$ cat config.mk
export PLATFORM = sky130hd
export DESIGN_NAME = oam_dma_arbiter
export DESIGN_NICKNAME = d
export VERILOG_FILES = /design/src/rtl/gb_bus_pkg.sv /design/src/rtl/oam_dma_seq.sv /design/src/rtl/oam_dma_arbiter.sv
export SDC_FILE = /design/constraint.sdc
export NUM_CORES = 1
export LEC_CHECK = 0
export ABC_AREA = 0
export BUFFER_PORTS_ARGS = -buffer_cell sky130_fd_sc_hd__buf_4
export CAP_MARGIN = 20
export CORE_UTILIZATION = 45
export CTS_BUF_LIST = sky130_fd_sc_hd__clkbuf_8
export DETAILED_ROUTE_END_ITERATION = 6
export PLACE_DENSITY = 0.77
export SETUP_SLACK_MARGIN = 0.4
export SKIP_CTS_REPAIR_TIMING = 1
export SLEW_MARGIN = 20
export SYNTH_ARGS = -nofsm -noshare
export SYNTH_HDL_FRONTEND = slang
export SYNTH_SLANG_ARGS = --single-unit
$ cat constraint.sdc
create_clock -name clock -period 3.1 [get_ports clock]
set_input_delay 0.155 -clock clock [delete_from_list [all_inputs] [get_ports clock]]
set_output_delay 0.155 -clock clock [all_outputs]
set_load 0.005 [all_outputs]
$ cat src/rtl/gb_bus_pkg.sv
// rtl/gb_bus_pkg.sv - shared bus constants, load-tag and sequencer state types
package gb_bus_pkg;

    localparam logic [15:0] REG_ADDR_DMA = 16'hFF46;
    localparam logic [15:0] OAM_BASE     = 16'hFE00;
    localparam logic [15:0] HRAM_START   = 16'hFF80;
    localparam logic [15:0] HRAM_END     = 16'hFFFE;
    localparam int          DMA_LEN      = 160;

    // Source of c_outdata for a CPU load accepted two cycles earlier.
    typedef enum logic [1:0] {
        TAG_NONE,
        TAG_BUS,
        TAG_REG,
        TAG_BLOCKED
    } load_tag_e;

    typedef enum logic {
        SEQ_IDLE,
        SEQ_RUN
    } seq_state_e;

    localparam logic [7:0] BLOCKED_DATA = 8'hFF;

endpackage

$ cat src/rtl/oam_dma_seq.sv
// rtl/oam_dma_seq.sv - OAM DMA phase/index counters and address generation
module oam_dma_seq
    import gb_bus_pkg::*;
#(
    parameter logic [15:0] DST_START = OAM_BASE,
    parameter int          LEN       = DMA_LEN
) (
    input  logic        clock,
    input  logic        resetn,
    input  logic        trigger,
    input  logic [7:0]  trig_page,
    output logic        dma_active,
    output logic        cpu_slot,
    output logic        dma_load,
    output logic        dma_store,
    output logic [7:0]  page,
    output logic [15:0] src_addr,
    output logic [15:0] dst_addr
);

    localparam logic [7:0] LAST_IDX = 8'(LEN - 1);

    seq_state_e  state_q, state_d;
    logic [7:0]  page_q, page_d;
    logic [7:0]  idx_q, idx_d;
    logic [1:0]  phase_q, phase_d;

    always_ff @(posedge clock or negedge resetn) begin
        if (!resetn) begin
            state_q <= SEQ_IDLE;
            page_q  <= 8'h00;
            idx_q   <= 8'h00;
            phase_q <= 2'd0;
        end else begin
            state_q <= state_d;
            page_q  <= page_d;
            idx_q   <= idx_d;
            phase_q <= phase_d;
        end
    end

    // A trigger always wins, so a store to the page register mid-transfer restarts cleanly.
    always_comb begin
        state_d = state_q;
        page_d  = page_q;
        idx_d   = idx_q;
        phase_d = phase_q;
        if (trigger) begin
            state_d = SEQ_RUN;
            page_d  = trig_page;
            idx_d   = 8'h00;
            phase_d = 2'd0;
        end else if (state_q == SEQ_RUN) begin
            phase_d = phase_q + 2'd1;
            if (phase_q == 2'd3) begin
                if (idx_q == LAST_IDX) begin
                    state_d = SEQ_IDLE;
                    idx_d   = 8'h00;
                end else begin
                    idx_d = idx_q + 8'h01;
                end
            end
        end
    end

    assign dma_active = (state_q == SEQ_RUN);
    assign cpu_slot   = dma_active && phase_q[0];
    assign dma_load   = dma_active && (phase_q == 2'd0);
    assign dma_store  = dma_active && (phase_q == 2'd2);
    assign page       = page_q;
    assign src_addr   = {page_q, idx_q};
    assign dst_addr   = DST_START + {8'h00, idx_q};

endmodule

$ cat src/rtl/oam_dma_arbiter.sv
// rtl/oam_dma_arbiter.sv - CPU/OAM-DMA bus arbiter with load-latency tagging
module oam_dma_arbiter
    import gb_bus_pkg::*;
#(
    parameter logic [15:0] REG_ADDR   = REG_ADDR_DMA,
    parameter logic [15:0] DST_START  = OAM_BASE,
    parameter int          LEN        = DMA_LEN,
    parameter logic [15:0] HRAM_LO    = HRAM_START,
    parameter logic [15:0] HRAM_HI    = HRAM_END
) (
    input  logic        clock,
    input  logic        resetn,
    input  logic [15:0] c_address,
    input  logic [7:0]  c_indata,
    output logic [7:0]  c_outdata,
    input  logic        c_load,
    input  logic        c_store,
    output logic        c_ready,
    output logic [15:0] m_address,
    output logic [7:0]  m_indata,
    input  logic [7:0]  m_outdata,
    output logic        m_load,
    output logic        m_store,
    output logic        dma_active
);

    logic        trigger;
    logic        cpu_slot;
    logic        dma_load;
    logic        dma_store;
    logic [7:0]  page;
    logic [15:0] src_addr;
    logic [15:0] dst_addr;
    logic        cpu_load;
    logic        is_reg;
    logic        in_hram;
    load_tag_e   tag_now, tag_d1, tag_d2;

    oam_dma_seq #(
        .DST_START (DST_START),
        .LEN       (LEN)
    ) u_seq (
        .clock      (clock),
        .resetn     (resetn),
        .trigger    (trigger),
        .trig_page  (c_indata),
        .dma_active (dma_active),
        .cpu_slot   (cpu_slot),
        .dma_load   (dma_load),
        .dma_store  (dma_store),
        .page       (page),
        .src_addr   (src_addr),
        .dst_addr   (dst_addr)
    );

    // A simultaneous store masks the load entirely.
    assign cpu_load = c_load && !c_store;
    assign is_reg   = (c_address == REG_ADDR);
    assign in_hram  = (c_address >= HRAM_LO) && (c_address <= HRAM_HI);
    assign trigger  = c_store && is_reg;

    always_comb begin
        m_address = c_address;
        m_indata  = c_indata;
        m_load    = 1'b0;
        m_store   = 1'b0;
        c_ready   = 1'b1;
        tag_now   = TAG_NONE;
        if (!dma_active) begin
            if (is_reg) begin
                if (cpu_load) tag_now = TAG_REG;
            end else begin
                m_load  = cpu_load;
                m_store = c_store;
                if (cpu_load) tag_now = TAG_BUS;
            end
        end else if (dma_load) begin
            m_address = src_addr;
            m_load    = 1'b1;
        end else if (dma_store) begin
            m_address = dst_addr;
            m_indata  = m_outdata;
            m_store   = 1'b1;
        end
        // CPU side while the engine owns the bus; odd phases are the CPU's HRAM slots.
        if (dma_active && !trigger) begin
            if (in_hram) begin
                if (cpu_slot) begin
                    m_load  = cpu_load;
                    m_store = c_store;
                    if (cpu_load) tag_now = TAG_BUS;
                end else if (c_load || c_store) begin
                    c_ready = 1'b0;
                end
            end else if (cpu_load) begin
                tag_now = TAG_BLOCKED;
            end
        end
        if (!resetn) begin
            m_load  = 1'b0;
            m_store = 1'b0;
        end
    end

    always_ff @(posedge clock or negedge resetn) begin
        if (!resetn) begin
            tag_d1 <= TAG_NONE;
            tag_d2 <= TAG_NONE;
        end else begin
            tag_d1 <= tag_now;
            tag_d2 <= tag_d1;
        end
    end

    always_comb begin
        c_outdata = 8'h00;
        case (tag_d2)
            TAG_BUS:     c_outdata = m_outdata;
            TAG_REG:     c_outdata = page;
            TAG_BLOCKED: c_outdata = BLOCKED_DATA;
            default:     c_outdata = 8'h00;
        endcase
    end

endmodule

== Word level (Yosys, flattened, before mapping) ==
Index checks and enable logic that the tools add are counted.

* $add $sub $neg: 3
* $lt $le $gt $ge: 2
* Reduce and logical (&&, ||, !) cells: 14
* Mux-type cells: 45
* Equality and inequality tests: 7

{| class="wikitable"
|+ Operator list
! operator !! count
|-
| 8-bit 2-to-1 mux || 7
|-
| 16-bit 2-to-1 mux || 3
|-
| 1-bit 2-to-1 mux || 24
|-
| 8-bit one-hot mux with 3 select lines || 1
|-
| 2-bit 2-to-1 mux || 10
|-
| 16-bit == test, second input constant || 1
|-
| 16-bit greater-or-equal comparator, second input constant || 1
|-
| 16-bit less-or-equal comparator, second input constant || 1
|-
| 10-bit by 9-bit adder with 11-bit output, first input constant || 1
|-
| 8-bit by 1-bit adder with 8-bit output, second input constant || 1
|-
| 2-bit == test, second input constant || 4
|-
| 8-bit == test, second input constant || 1
|-
| 1-bit logical AND || 7
|-
| 2-bit nonzero test || 2
|-
| 2-bit by 1-bit adder with 2-bit output, second input constant || 1
|-
| 2-bit by 1-bit == test with 1-bit output, second input constant || 1
|-
| 1-bit zero test || 2
|-
| 2-bit zero test || 1
|-
| 2-bit AND reduction || 1
|-
| 1-bit logical OR || 1
|}

* Output and inout port bits: 36
* Register bits: 23
* Input bits: 36
* Word-level logic and storage cells: 77

== Depth between registers and ports, before layout ==
Gate-level depths: netlist (run 1).

* Depth after elaboration: 9
* Mapped depth: 6
* Gate-level depth less buffers: 5

== Hierarchy ==
From an unflattened synthesis (run 1), not the netlist that was laid out.

* Cell total of the unflattened synthesis: 236
* Area, all modules: 1,928.1 µm²

{| class="wikitable"
|+ By module, submodules not included
! module !! times used !! area an instance (µm²) !! cells each !! sequential area each (µm²)
|-
| oam_dma_seq || 1 || 1,122.3 || 110 || 475.5
|-
| oam_dma_arbiter || 1 || 805.8 || 126 || 100.1
|}

== Least setup slack after synthesis (run 1) ==
No wires, ideal clock.

* Path type: register to output
* Start: register u_seq.phase_q[0]
* End: output m_store
* Slack: 1,527 ps
* Arrival: 1,418 ps
* Stages on the path, launching flop included: 5
* Buffers on the path: 0
* Data required time: 2,945 ps
* Cells stage by stage: dfrtp_1 inv_1 ha_1 nand3b_1 o32ai_1

* Cells in the longest elaborated chain, start to end: 9
* Elaborated cells between the ends (all ways): 12
* Those cells by class: eq/ne: 1; mux: 7; reduce/logical: 4

{| class="wikitable"
|+ RTL lines
! item !! RTL line !! text
|-
| start: declaration || oam_dma_seq.sv:26 || <nowiki>logic [1:0] phase_q, phase_d;</nowiki>
|-
| start signal: assignment || oam_dma_seq.sv:38 || <nowiki>phase_q <= phase_d;</nowiki>
|-
| 2-bit == test || oam_dma_seq.sv:69 || <nowiki>assign dma_store = dma_active && (phase_q == 2'd2);</nowiki>
|-
| 1-bit logical AND || oam_dma_seq.sv:69 ||
|-
| 1-bit 2-to-1 mux || oam_dma_arbiter.sv:80 || <nowiki>end else if (dma_store) begin</nowiki>
|-
| 1-bit 2-to-1 mux || oam_dma_arbiter.sv:77 || <nowiki>end else if (dma_load) begin</nowiki>
|-
| 1-bit 2-to-1 mux || oam_dma_arbiter.sv:69 || <nowiki>if (!dma_active) begin</nowiki>
|-
| 1-bit 2-to-1 mux || oam_dma_arbiter.sv:88 || <nowiki>if (cpu_slot) begin</nowiki>
|-
| 1-bit 2-to-1 mux || oam_dma_arbiter.sv:87 || <nowiki>if (in_hram) begin</nowiki>
|-
| 1-bit 2-to-1 mux (*) || oam_dma_arbiter.sv:86 || <nowiki>if (dma_active && !trigger) begin</nowiki>
|-
| 1-bit 2-to-1 mux (*) || oam_dma_arbiter.sv:99 || <nowiki>if (!resetn) begin</nowiki>
|-
| end: declaration || oam_dma_arbiter.sv:23 || <nowiki>output logic m_store,</nowiki>
|}

Mark *: on every way between the ends. The rest lies on a longest branch, timed or not.

== Worst setup path in the final report (run 1) ==
Same ends and word-level chain as after synthesis.

==> results.yml, run 1 <==
outcome:
  status: "finished clean"
timing:
  period_needed_ns: 2.37
  rsz0062_at_grt: "false"
  hold_violations: 0
  tns_ns: 0
  maxSlewHeadroom_pct: 53.5
  fin_crit_sh_pct: 76.6
  finClkSkew_ns: 0.00165
  timing.fmax_mhz: 421
  drv_slew: 0
  hold-worst-slack_ns: 0.106
  final-setup-viol-count: 0
  worst_pin_slew_ns: 0.693
global_routing:
  first_global_vias: 1548
  track_usage_pct: 23.5
  grt_pass1_wl_um: 7270
  grt_antenna_before_repair: 0
  grt_max_degree: 27
  grt_overflow: 0
power:
  powerDensity_nw_per_um2: 277
  vdd_ir_drop_max_mv: 0.153
  p_leak_nw: 1.08
  total_power_mw: 0.613
route:
  dr.pass1.iters: 4
  drtIter0Drc: 72
  drt-vias-per-instance: 5.46
  met3WireLength_um: 160
  wirelength_um: 4320
  vias: 1621
  drcViolationCount: 0
  post_drt_wl_per_cell_um: 14.5
  antenna_left: 0
  wl_met1_um: 1980
  wl_met2_um: 2090
  dr.max_layer_used: "met4"
placed_design:
  io_buffer_count: 71
  place_congestion: 0.854
  placed_area_sq_um: 2160
  dp_hpwl_um: 3300
clock_network:
  cts_tree: "yes"
  cts-buffers-inserted: 3
  root_buffer: "clkbuf_8"
  cts.clk_slew.worst_paths_ns: 0.08
  clk_latency_ns: 0.26
  cts_sinks: 23
  cts_max_level: 1
  cts_max_path_buffers: 2
worst_setup_path:
  endpoint_kind: "output port"
  crit_fanout: 9
  worstPathArrival_ns: 2.22
  path_class: "flip-flop to output port"
  critPathRequiredTime_ns: 2.94
  cp-start-kind: "flip-flop"
finish:
  final_common_cell: "buf_4"
  finalNetCount: 292
  drive_gt1_share_pct: 37.5
  final_cell_mix: "buf_4, nand2_1, nor2_1"
  final_area_sq_um: 2210
  diodes: 0
  synthToLayoutAreaGrowth_pct: 35.6
synthesis:
  syn_inst: 183
  post_synth.cell_area_avg_sq_um: 8.92
  yosysUniqueCellTypes: 43
  ys_seq_elements: 23
  synth_nets: 223
  async_flop_share_pct: 100
  synth_top_flop_cell: "dfrtp_1"
  yosysSeqAreaShare_pct: 35.3
  synth_area_sq_um: 1630
  synth_edf_count: 0
  ys_warn_count: 0
die:
  start_util_pct: 47.8
  io_pins: 72
  die_area_sq_um: 3870
  std_cell_rows: 21
  die_y_um: 62.2
  die_x_um: 62.2
  core-area_sq_um: 3420
min_path:
  hp-class: "input pin to flip-flop"
flow_run:
  maxCapViolations: 0
==> cell families after synthesis <==
family | synth area share, %
flip-flops | 35.3
XOR/XNOR | 2.15
AO/OA/AOI/OAI | 13.7
buffers and inverters | 4.68
adder cells (fa/ha/maj) | 3.07
AND/OR/NAND/NOR | 27.7
multiplexers | 13.5
==> worst max-delay path, cell delays in order, from the launching register on <==
cell,delay (ns)
dfrtp_1,0.48
inv_1,0.10
ha_1,0.26
nand3b_1,0.48
o32ai_1,0.46
buf_4,0.17
==> power breakdown <==
| part | switching [mW] | internal, mW |
|---|---|---|
| clock network | 0.0946 | 0.0884 |
| registers | 0.00559 | 0.303 |
| logic | 0.0485 | 0.0731 |
| total | 0.149 | 0.465 |
==> per-layer routing <==
layer / GRT usage (%) / vias to the layer above
li1: - / 794
met1: 31.5 / 769
met2: 39.6 / 48
met3: 2.39 / 10
met4: 8.14 / 0
met5: 0 / -
==> through the flow <==
step,setup WS (ns),std cells,util (%)
6_report,0.725,297,64.8
5_1_grt,0.527,297,64.8
4_1_cts,0.712,296,64.5
3_5_place_dp,1.03,292,63.2
3_3_place_gp,1.13,292,63.2
2_1_floorplan,1.53,183,-
==> worst paths after layout <==
check                                      start  depth (start not counted)             end  slack [ns]
worst max-delay path            u_seq.phase_q[0]                          5         m_store        0.73
worst min-delay path                     c_store                          2       tag_d1[1]        0.11
worst max register to register  u_seq.phase_q[0]                          5  u_seq.idx_q[5]        1.46
worst min register to register         tag_d1[1]                          0       tag_d2[1]        0.36
max in group asynchronous                 resetn                          2  u_seq.idx_q[4]        2.53
min in group asynchronous                 resetn                          2  u_seq.idx_q[3]        0.33
==> cell usage after synthesis, types with 2 or more instances <==
cell type  instances  area, sq um
mux2_4             8          120
o22a_1             7         61.3
o32ai_1            2         17.5
xnor2_1            3         26.3
dfrtp_1           23          576
nand3_1            5         25.0
nand2_1           36          135
and3_1             2         12.5
nor2_1            25         93.8
inv_1              3         11.3
buf_2              2         10.0
and4_1             5         43.8
clkbuf_1           4         15.0
nor4b_1            2         17.5
mux2_2             8         90.1
nand4_1            2         12.5
nor3_1             2         10.0
ha_1               4         50.1
nand3b_1           3         22.5
a21oi_1           12         60.1
or3_1              2         12.5
buf_12             2         40.0
==> area by class of cell <==
cell class                      count  area, sq um
Fill cell                         307         1200
Multi-Input combinational cell    149          980
Sequential cell                    23          576
Timing Repair Buffer               72          543
Tap cell                           46         57.6
Clock buffer                        3         41.3
Inverter                            3         11.3
Clock inverter                      1         3.75
==> registers in the layout, indices dropped and copies added (netlist names) <==
| register | cells |
|---|---|
| u_seq.page | 8 |
| u_seq.idx_q | 8 |
| tag_d2 | 2 |
| u_seq.dma_active | 1 |
| u_seq.phase_q | 2 |
| tag_d1 | 2 |
No activity file was read; power rests on OpenSTA's default activity.
==> inputs of run 2 (changes only) <==
==> constraint.sdc (replaced) <==
create_clock -name clock -period 2.2 [get_ports clock]
set_input_delay 0.11 -clock clock [delete_from_list [all_inputs] [get_ports clock]]
set_output_delay 0.11 -clock clock [all_outputs]
set_load 0.005 [all_outputs]
==> run 2 against run 1 <==
Against the previous run:
- utilization grew 4.2 points
- combinational power grew 52%
- non-clock buffer count grew 7
- total power grew 42%
- via count grew 3.1%
- clock power grew 36%
- critical path type unchanged
- largest cell class unchanged
==> results.yml, run 2 (same netlist as run 1, synthesis figures left out) <==
min_path:
  hp-class: "input pin to flip-flop"
  holdPathStages: 2
timing:
  worst_pin_slew_ns: 0.531
  final-setup-viol-count: 0
  period_needed_ns: 1.84
  rsz0062_at_grt: "true"
  hold_violations: 0
  drv_slew: 0
  timing.fmax_mhz: 544
  finClkSkew_ns: 0.00183
  fin_ws_ns: 0.361
  fin_crit_sh_pct: 83.6
  maxSlewHeadroom_pct: 64.6
clock_network:
  cts_sinks: 23
  root_buffer: "clkbuf_8"
  cts_tree: "yes"
  clk_latency_ns: 0.26
  cts_max_level: 1
  cts-buffers-inserted: 3
  cts_max_path_buffers: 2
  cts.clk_slew.worst_paths_ns: 0.08
worst_setup_path:
  endpoint_kind: "output port"
  path_class: "flip-flop to output port"
  slowest_stage: "dfrtp_2"
  cpLargestDelayFamily: "flip-flops"
  critPathRequiredTime_ns: 2.09
  crit_top_cell: "buf_6"
  cp_cell_sequence: "inv_2 > ha_2 > nand3b_1 > buf_6 > mux2_4 > buf_6"
  cp.depth: 6
  max_stage_delay_ns: 0.44
  reg2reg_depth: 5
  worst-path-buf-inv: 3
  cp-start-kind: "flip-flop"
  crit_fanout: 8
  worstPathArrival_ns: 1.73
global_routing:
  first_global_vias: 1644
  track_usage_pct: 23.6
  grt_pass1_wl_um: 7350
  grt_antenna_before_repair: 0
  grt_max_degree: 27
  grt_overflow: 0
power:
  powerDensity_nw_per_um2: 369
  p_leak_nw: 1.16
  vdd_ir_drop_max_mv: 0.381
die:
  die_area_sq_um: 3870
  die_x_um: 62.2
  start_util_pct: 47.8
  io_pins: 72
  die_y_um: 62.2
  core-area_sq_um: 3420
  std_cell_rows: 21
route:
  antenna_left: 0
  drtIter0Drc: 51
  vias: 1671
  drt-vias-per-instance: 5.50
  post_drt_wl_per_cell_um: 15.0
  drcViolationCount: 0
  wirelength_um: 4550
  dr.pass1.iters: 4
placed_design:
  placed_area_sq_um: 2170
  io_buffer_count: 71
  place_congestion: 0.846
  dp_hpwl_um: 3340
  pre_cts_slack_ns: 0.262
  dpl.cell_count: 294
finish:
  final_area_sq_um: 2350
  drive_gt1_share_pct: 42.2
  final-instance-count-excl-fill: 304
  synthToLayoutAreaGrowth_pct: 44.3
  final_cell_mix: "buf_4, nand2_1, nor2_1"
  finalNetCount: 299
  final_common_cell: "buf_4"
  diodes: 0
  fill_cells: 290
flow_run:
  maxCapViolations: 0
outcome:
  status: "finished clean"
## run 2: final timing paths
path | from | end | slack (ns)
setup / recovery | u_seq.phase_q[0] | m_indata[7] | 0.36
setup reg to reg | u_seq.idx_q[0] | u_seq.idx_q[7] | 0.53
hold / removal | c_store | tag_d1[1] | 0.06
min in group asynchronous | resetn | u_seq.idx_q[3] | 0.28
max in group asynchronous | resetn | u_seq.phase_q[0] | 1.66
hold reg to reg | tag_d1[1] | tag_d2[1] | 0.36
## run 2: cell type report
type	count	area [sq um]	share of cell area, %
Sequential cell	23	578	24.5
Multi-Input combinational cell	149	1030	43.9
Inverter	3	11.3	0.478
Clock inverter	1	3.75	0.159
Clock buffer	3	41.3	1.75
Timing Repair Buffer	79	629	26.7
Tap cell	46	57.6	2.44
## run 2: where the power goes
part | switching (mW) | internal, mW | leakage, nW
Sequential | 0.00789 | 0.427 | 0.271
Clock | 0.125 | 0.124 | 0.0269
Combinational | 0.0722 | 0.113 | 0.861
Total | 0.205 | 0.665 | 1.16
## run 2: metrics by stage
| stage | setup TNS [ns] | total power [mW] | hold slack (ns) | utilization [%] |
|---|---|---|---|---|
| 3_3_place_gp | 0 | 0.611 | 0.0264 | 63.6 |
| 6_report | 0 | 0.870 | 0.0589 | 68.9 |
| 4_1_cts | -0.0953 | 0.862 | -0.254 | 64.9 |
| 2_1_floorplan | 0 | 0.493 | -0.186 | - |
| 3_5_place_dp | 0 | 0.614 | 0.0306 | 63.6 |
| 5_1_grt | 0 | 0.910 | 0.0648 | 68.9 |
## run 2: routing by layer
layer	up-vias	routed length (um)	GRT usage (%)
li1	806	-	-
met1	819	2090	30.4
met2	42	2250	41.1
met3	4	160	3.86
met4	0	42	5.81
met5	-	0	0
